`src/rtl/smips_pkg.sv`:
```
`default_nettype none
// ============================================================================
// Module      : smips_pkg
// Description : Types and constants shared by the data-memory arbiter slice.
// Revision    : 1.0 - initial release
// ============================================================================
package smips_pkg;

  // Identifies which requester owns a memory access.
  typedef enum logic [0:0] {
    REQ_CPU = 1'b0,
    REQ_DBG = 1'b1
  } requester_id_t;

  // Arbiter ownership mode.
  typedef enum logic [0:0] {
    ARB_OPEN   = 1'b0,
    ARB_LOCKED = 1'b1
  } arb_state_t;

  // Read tag travelling alongside an outstanding memory read.
  typedef struct packed {
    logic          valid;
    requester_id_t id;
  } rd_tag_t;

  localparam rd_tag_t c_TAG_IDLE = '{valid: 1'b0, id: REQ_CPU};

endpackage
`default_nettype wire

```
`src/rtl/rd_tag_pipe.sv`:
```
`default_nettype none
// ============================================================================
// Module      : rd_tag_pipe
// Description : RD_LAT-deep shift pipeline of read tags; presents the tag
//               whose read data is on the memory bus this cycle.
// Revision    : 1.0 - initial release
// ============================================================================
module rd_tag_pipe
  import smips_pkg::*;
#(
  parameter int RD_LAT = 1
) (
  input  logic    clk,
  input  logic    reset,
  input  rd_tag_t tag_in,
  output rd_tag_t tag_out
);

  rd_tag_t r_stage [RD_LAT];

  // Shift tags one stage per cycle; reset discards every in-flight tag.
  always_ff @(posedge clk or negedge reset) begin
    if (!reset) begin
      for (int i = 0; i < RD_LAT; i++) begin
        r_stage[i] <= c_TAG_IDLE;
      end
    end else begin
      r_stage[0] <= tag_in;
      for (int i = 1; i < RD_LAT; i++) begin
        r_stage[i] <= r_stage[i-1];
      end
    end
  end

  assign tag_out = r_stage[RD_LAT-1];

endmodule
`default_nettype wire

```
`src/rtl/dmem_arbiter.sv`:
```
`default_nettype none
// ============================================================================
// Module      : dmem_arbiter
// Description : Shares the single-port data memory between the core load/store
//               port and the debug/loader port, with starvation guard for
//               debug, a debug lock mode, and tagged fixed-latency read return.
// Revision    : 1.0 - initial release
// ============================================================================
module dmem_arbiter
  import smips_pkg::*;
#(
  parameter int ADDR_W   = 32,
  parameter int DATA_W   = 32,
  parameter int RD_LAT   = 1,
  parameter int MAX_WAIT = 4
) (
  input  logic              clk,
  input  logic              reset,
  input  logic              cpu_req,
  input  logic              cpu_we,
  input  logic [ADDR_W-1:0] cpu_addr,
  input  logic [DATA_W-1:0] cpu_wdata,
  output logic              cpu_gnt,
  output logic              cpu_rvalid,
  output logic [DATA_W-1:0] cpu_rdata,
  output logic              cpu_stall,
  input  logic              dbg_req,
  input  logic              dbg_we,
  input  logic [ADDR_W-1:0] dbg_addr,
  input  logic [DATA_W-1:0] dbg_wdata,
  input  logic              dbg_lock,
  output logic              dbg_gnt,
  output logic              dbg_rvalid,
  output logic [DATA_W-1:0] dbg_rdata,
  output logic [ADDR_W-1:0] mem_address,
  output logic [DATA_W-1:0] mem_write_data,
  output logic              mem_write_enable,
  input  logic [DATA_W-1:0] mem_rdata
);

  localparam int                  c_WAIT_W   = (MAX_WAIT < 1) ? 1 : $clog2(MAX_WAIT + 1);
  localparam logic [c_WAIT_W-1:0] c_WAIT_MAX = c_WAIT_W'(MAX_WAIT);

  arb_state_t          r_state;
  arb_state_t          w_state_next;
  logic [c_WAIT_W-1:0] r_wait_cnt;
  logic [c_WAIT_W-1:0] w_wait_next;
  logic                w_cpu_gnt;
  logic                w_dbg_gnt;
  rd_tag_t             w_tag_in;
  rd_tag_t             w_tag_out;
  logic                w_cpu_rvalid;
  logic                w_dbg_rvalid;
  logic [DATA_W-1:0]   r_cpu_rdata;
  logic [DATA_W-1:0]   r_dbg_rdata;

  // State and debug-starvation counter registers.
  always_ff @(posedge clk or negedge reset) begin
    if (!reset) begin
      r_state    <= ARB_OPEN;
      r_wait_cnt <= '0;
    end else begin
      r_state    <= w_state_next;
      r_wait_cnt <= w_wait_next;
    end
  end

  // Grant decision and next state; nothing is granted while reset is held.
  always_comb begin
    w_cpu_gnt    = 1'b0;
    w_dbg_gnt    = 1'b0;
    w_state_next = r_state;
    if (reset) begin
      case (r_state)
        ARB_OPEN: begin
          // A starved debug request overrides the core's normal priority.
          if (dbg_req && (r_wait_cnt == c_WAIT_MAX)) begin
            w_dbg_gnt = 1'b1;
          end else if (cpu_req) begin
            w_cpu_gnt = 1'b1;
          end else if (dbg_req) begin
            w_dbg_gnt = 1'b1;
          end
          if (w_dbg_gnt && dbg_lock) begin
            w_state_next = ARB_LOCKED;
          end
        end
        ARB_LOCKED: begin
          w_dbg_gnt = dbg_req;
          if (!dbg_lock) begin
            w_state_next = ARB_OPEN;
          end
        end
        default: w_state_next = ARB_OPEN;
      endcase
    end
  end

  // Count consecutive denied debug cycles, saturating at MAX_WAIT.
  always_comb begin
    w_wait_next = r_wait_cnt;
    if (!dbg_req || w_dbg_gnt) begin
      w_wait_next = '0;
    end else if (r_wait_cnt != c_WAIT_MAX) begin
      w_wait_next = r_wait_cnt + c_WAIT_W'(1);
    end
  end

  // Route the winner onto the memory bus and build its read tag.
  always_comb begin
    mem_address      = '0;
    mem_write_data   = '0;
    mem_write_enable = 1'b0;
    w_tag_in         = c_TAG_IDLE;
    if (w_cpu_gnt) begin
      mem_address      = cpu_addr;
      mem_write_data   = cpu_wdata;
      mem_write_enable = cpu_we;
      w_tag_in.valid   = ~cpu_we;
      w_tag_in.id      = REQ_CPU;
    end else if (w_dbg_gnt) begin
      mem_address      = dbg_addr;
      mem_write_data   = dbg_wdata;
      mem_write_enable = dbg_we;
      w_tag_in.valid   = ~dbg_we;
      w_tag_in.id      = REQ_DBG;
    end
  end

  rd_tag_pipe #(
    .RD_LAT (RD_LAT)
  ) u_rd_tag_pipe (
    .clk     (clk),
    .reset   (reset),
    .tag_in  (w_tag_in),
    .tag_out (w_tag_out)
  );

  assign w_cpu_rvalid = w_tag_out.valid && (w_tag_out.id == REQ_CPU);
  assign w_dbg_rvalid = w_tag_out.valid && (w_tag_out.id == REQ_DBG);

  // Hold the most recent read data of each port between returns.
  always_ff @(posedge clk or negedge reset) begin
    if (!reset) begin
      r_cpu_rdata <= '0;
      r_dbg_rdata <= '0;
    end else begin
      if (w_cpu_rvalid) begin
        r_cpu_rdata <= mem_rdata;
      end
      if (w_dbg_rvalid) begin
        r_dbg_rdata <= mem_rdata;
      end
    end
  end

  assign cpu_gnt    = w_cpu_gnt;
  assign dbg_gnt    = w_dbg_gnt;
  assign cpu_rvalid = w_cpu_rvalid;
  assign dbg_rvalid = w_dbg_rvalid;
  assign cpu_rdata  = w_cpu_rvalid ? mem_rdata : r_cpu_rdata;
  assign dbg_rdata  = w_dbg_rvalid ? mem_rdata : r_dbg_rdata;
  assign cpu_stall  = reset & cpu_req & ~w_cpu_gnt;

endmodule
`default_nettype wire

```
`config.mk`:
```
export PLATFORM = sky130hd
export DESIGN_NAME = dmem_arbiter
export DESIGN_NICKNAME = d
export VERILOG_FILES = /design/src/rtl/smips_pkg.sv /design/src/rtl/rd_tag_pipe.sv /design/src/rtl/dmem_arbiter.sv
export SDC_FILE = /design/constraint.sdc
export NUM_CORES = 1
export LEC_CHECK = 0
export CAP_MARGIN = 10
export CELL_PAD_IN_SITES_DETAIL_PLACEMENT = 1
export CELL_PAD_IN_SITES_GLOBAL_PLACEMENT = 2
export CORE_UTILIZATION = 18
export DETAILED_ROUTE_END_ITERATION = 7
export MAX_ROUTING_LAYER = met4
export PLACE_DENSITY = 0.82
export SLEW_MARGIN = 10
export SYNTH_ARGS = -nofsm -noshare
export SYNTH_HDL_FRONTEND = slang
export SYNTH_SLANG_ARGS = --single-unit
```
`constraint.sdc`:
```
create_clock -name clk -period 3.1 [get_ports clk]
set_input_delay 0.62 -clock clk [delete_from_list [all_inputs] [get_ports clk]]
set_output_delay 0.62 -clock clk [all_outputs]
set_load 0.05 [all_outputs]
```
==> metrics.cfg <==
[placed_design]
dp_cells = 767
io_buffer_count = 300
gp_congestion = 0.8488
pre_cts_ws_ns = 0.07606
dp_hpwl_microns = 13620

[cts]
clock_sinks = 70
cts.clk_slew.worst_paths_ns = 0.05
cts_buffer_depth = 2
numCtsBuffers = 9
hold_buffers = 0
insertion_delay_ns = 0.33
h-tree-depth = 3
root_buffer = clkbuf_16
cts_tree = done

[grt]
grt_pass1_vias = 3817
antenna_found_initial = 0
grt_use_total_pct = 17.62
gr-total-overflow = 0
grt_pass1_wl_microns = 24360
grt_max_degree = 75

[logic_synthesis]
synth.yosys.seq_area_share_pct = 52.28
synth_top_area_share_pct = 52.28
synthCells = 253
syn-cell-area_sq_um = 3351
synth_cell_types = 24
yosysTopAreaCell = dfrtp_1
synth_seq_cells = 70
yosys_warnings = 0
syn_avg_cell_area_sq_um = 13.24
synthTopCellsByArea = dfrtp_1, mux2_2, a22o_1, buf_2, inv_1
syn-num-nets = 422

[cells_and_area]
mostFrequentLayoutCells = clkdlybuf4s50_1, buf_12, dfrtp_1
multi_input_area_sq_um = 1471
layout_commonest_cell = clkdlybuf4s50_1
diodes = 0
fin_cells = 782
nFillCells = 1850
nNetsFinal = 719
synthToLayoutAreaGrowth_pct = 135.2
seq_area_sq_um = 1752
final_util_pct = 43.57
drive_gt1_share_pct = 36.53

[worst_setup_path]
worstPathRequired_ns = 2.48
path_cells = clkdlybuf4s50_1 -> nand2_1 -> a311oi_4 -> buf_6 -> a22o_1 -> buf_12
worstRegToRegCells = 6
critPathLaunchType = input port
worstPathMaxFanout = 34
cp-end-kind = output pin
crit_arrival_ns = 2.38
path_class = input port to output pin
cp_slowest_cell = clkdlybuf4s50_1
slowest_delay_ns = 0.47

[die]
die_w_microns = 138.4
num_rows = 49
core_sq_um = 18090
dieArea_sq_um = 19160
io_pins = 301
die_height_microns = 138.4
start_util_pct = 18.53

[timing]
setup_slack_ns = 0.1025
slew_headroom_pct = 36.33
hold_ws_ns = 0.4964
finClkSkew_ns = 0.002862
layout_min_cycle_time_ns = 2.997
drv_slew = 0
clock.fmax_mhz = 333.6
tns_ns = 0
worstMarginPinSlew_ns = 0.9551
finalHoldViolCount = 0
grt_setup_unrepaired = false
period_share_pct = 96.69
setup_viol = 0

[drt]
first_pass_iters = 6
wl_per_cell_microns = 21.35
via_per_inst = 4.381
drtAntennaViolNets = 0
totalWireLength_microns = 16690
drt_iter0_drc = 115
num_vias = 3426
drcViolationCount = 35

[run_status]
violations = design-rule violations
status = finished with violations

[min_path]
worstHoldPathType = flop to flop
hold_depth = 1

[run]
maxCapViolations = 0

[power_and_ir_drop]
p_per_area_nw_per_um2 = 690.0
vdd_drop_max_v = 0.0002683
leakage_nw = 3.307

kinds of logic (layout without fill, tap and decap cells):
logic type / count (synthesis) / after routing / synth area share, %
DFF: 70 / 70 / 52.28
adders and majority gates: 2 / 2 / 0.7467
AOI/OAI and AO/OA: 75 / 75 / 19.45
muxes: 64 / 64 / 21.51
and+or+nand+nor: 12 / 12 / 1.643
buffers and inverters: 30 / 330 / 4.369
synth_stat cells:
library cell,count
nor2_1,2
buf_4,1
o21ai_0,1
a22o_1,66
a21oi_1,1
inv_1,7
buf_6,2
a31oi_1,1
clkbuf_1,5
nor3_1,1
dfrtp_1,70
nand2b_1,1
a311oi_2,1
mux2_2,64
o22ai_1,2
o211a_1,2
ha_1,2
nand2_1,5
buf_2,11
nand3b_1,1
nand3_1,2
a21bo_2,1
clkbuf_2,1
buf_1,3
through the flow:
step | power (mW) | area, sq um
final | 5.437 | 7880
after global placement | 4.395 | 7572
after floorplan | 2.894 | 3351
after global routing | 5.635 | 7880
after CTS | 5.504 | 7859
after detailed placement | 4.460 | 7572
critical path: cells and delay by family:
family | cells | cell delay [ns]
compound gates | 2 | 0.67
simple gates | 1 | 0.10
buf+inv | 3 | 0.97
power breakdown:
group | internal (mW) | switching [mW] | total, mW
logic | 1.40 | 1.76 | 3.17
clock network | 0.658 | 0.360 | 1.02
registers | 1.18 | 0.0753 | 1.25
total | 3.24 | 2.20 | 5.44
final timing paths:
check | startpoint | endpoint | slack (ns)
setup / recovery | cpu_req | mem_address[28] | 0.10
hold / removal | r_cpu_rdata[12] | r_cpu_rdata[12] | 0.50
setup reg to reg | r_wait_cnt[0] | u_rd_tag_pipe.tag_out[1] | 1.28
hold reg to reg | r_cpu_rdata[12] | r_cpu_rdata[12] | 0.50
max in group asynchronous | reset | r_cpu_rdata[5] | 1.89
min in group asynchronous | reset | r_wait_cnt[2] | 0.56
area by class of cell:
class / count / share of cell area, %
well taps: 229 / 3.636
repair buffers: 309 / 51.44
multi-input cells: 153 / 18.67
clock buffers: 13 / 3.303
inverters: 7 / 0.3334
flip-flops and latches: 70 / 22.23
clock inverters: 1 / 0.3811
metal layers:
layer	GRT usage (%)	up-vias	routed length, microns
li1	-	1547	-
met1	18.15	1680	5890
met2	32.17	187	9206
met3	5.611	12	1413
met4	4.494	0	184
met5	-	-	0
flip-flops by register name, summed over array words and instances (netlist names):
name	count
r_cpu_rdata	32
r_dbg_rdata	32
r_wait_cnt	3
u_rd_tag_pipe.tag_out	2
r_state	1
what timing repair did:
item | 4_1_cts | 5_1_grt
resized for setup | 3 | 2
endpoints found under the setup margin | 3 | 18
cloned | 0 | 1
setup buffers | 0 | 0
Power figures use the tool's default switching activity.
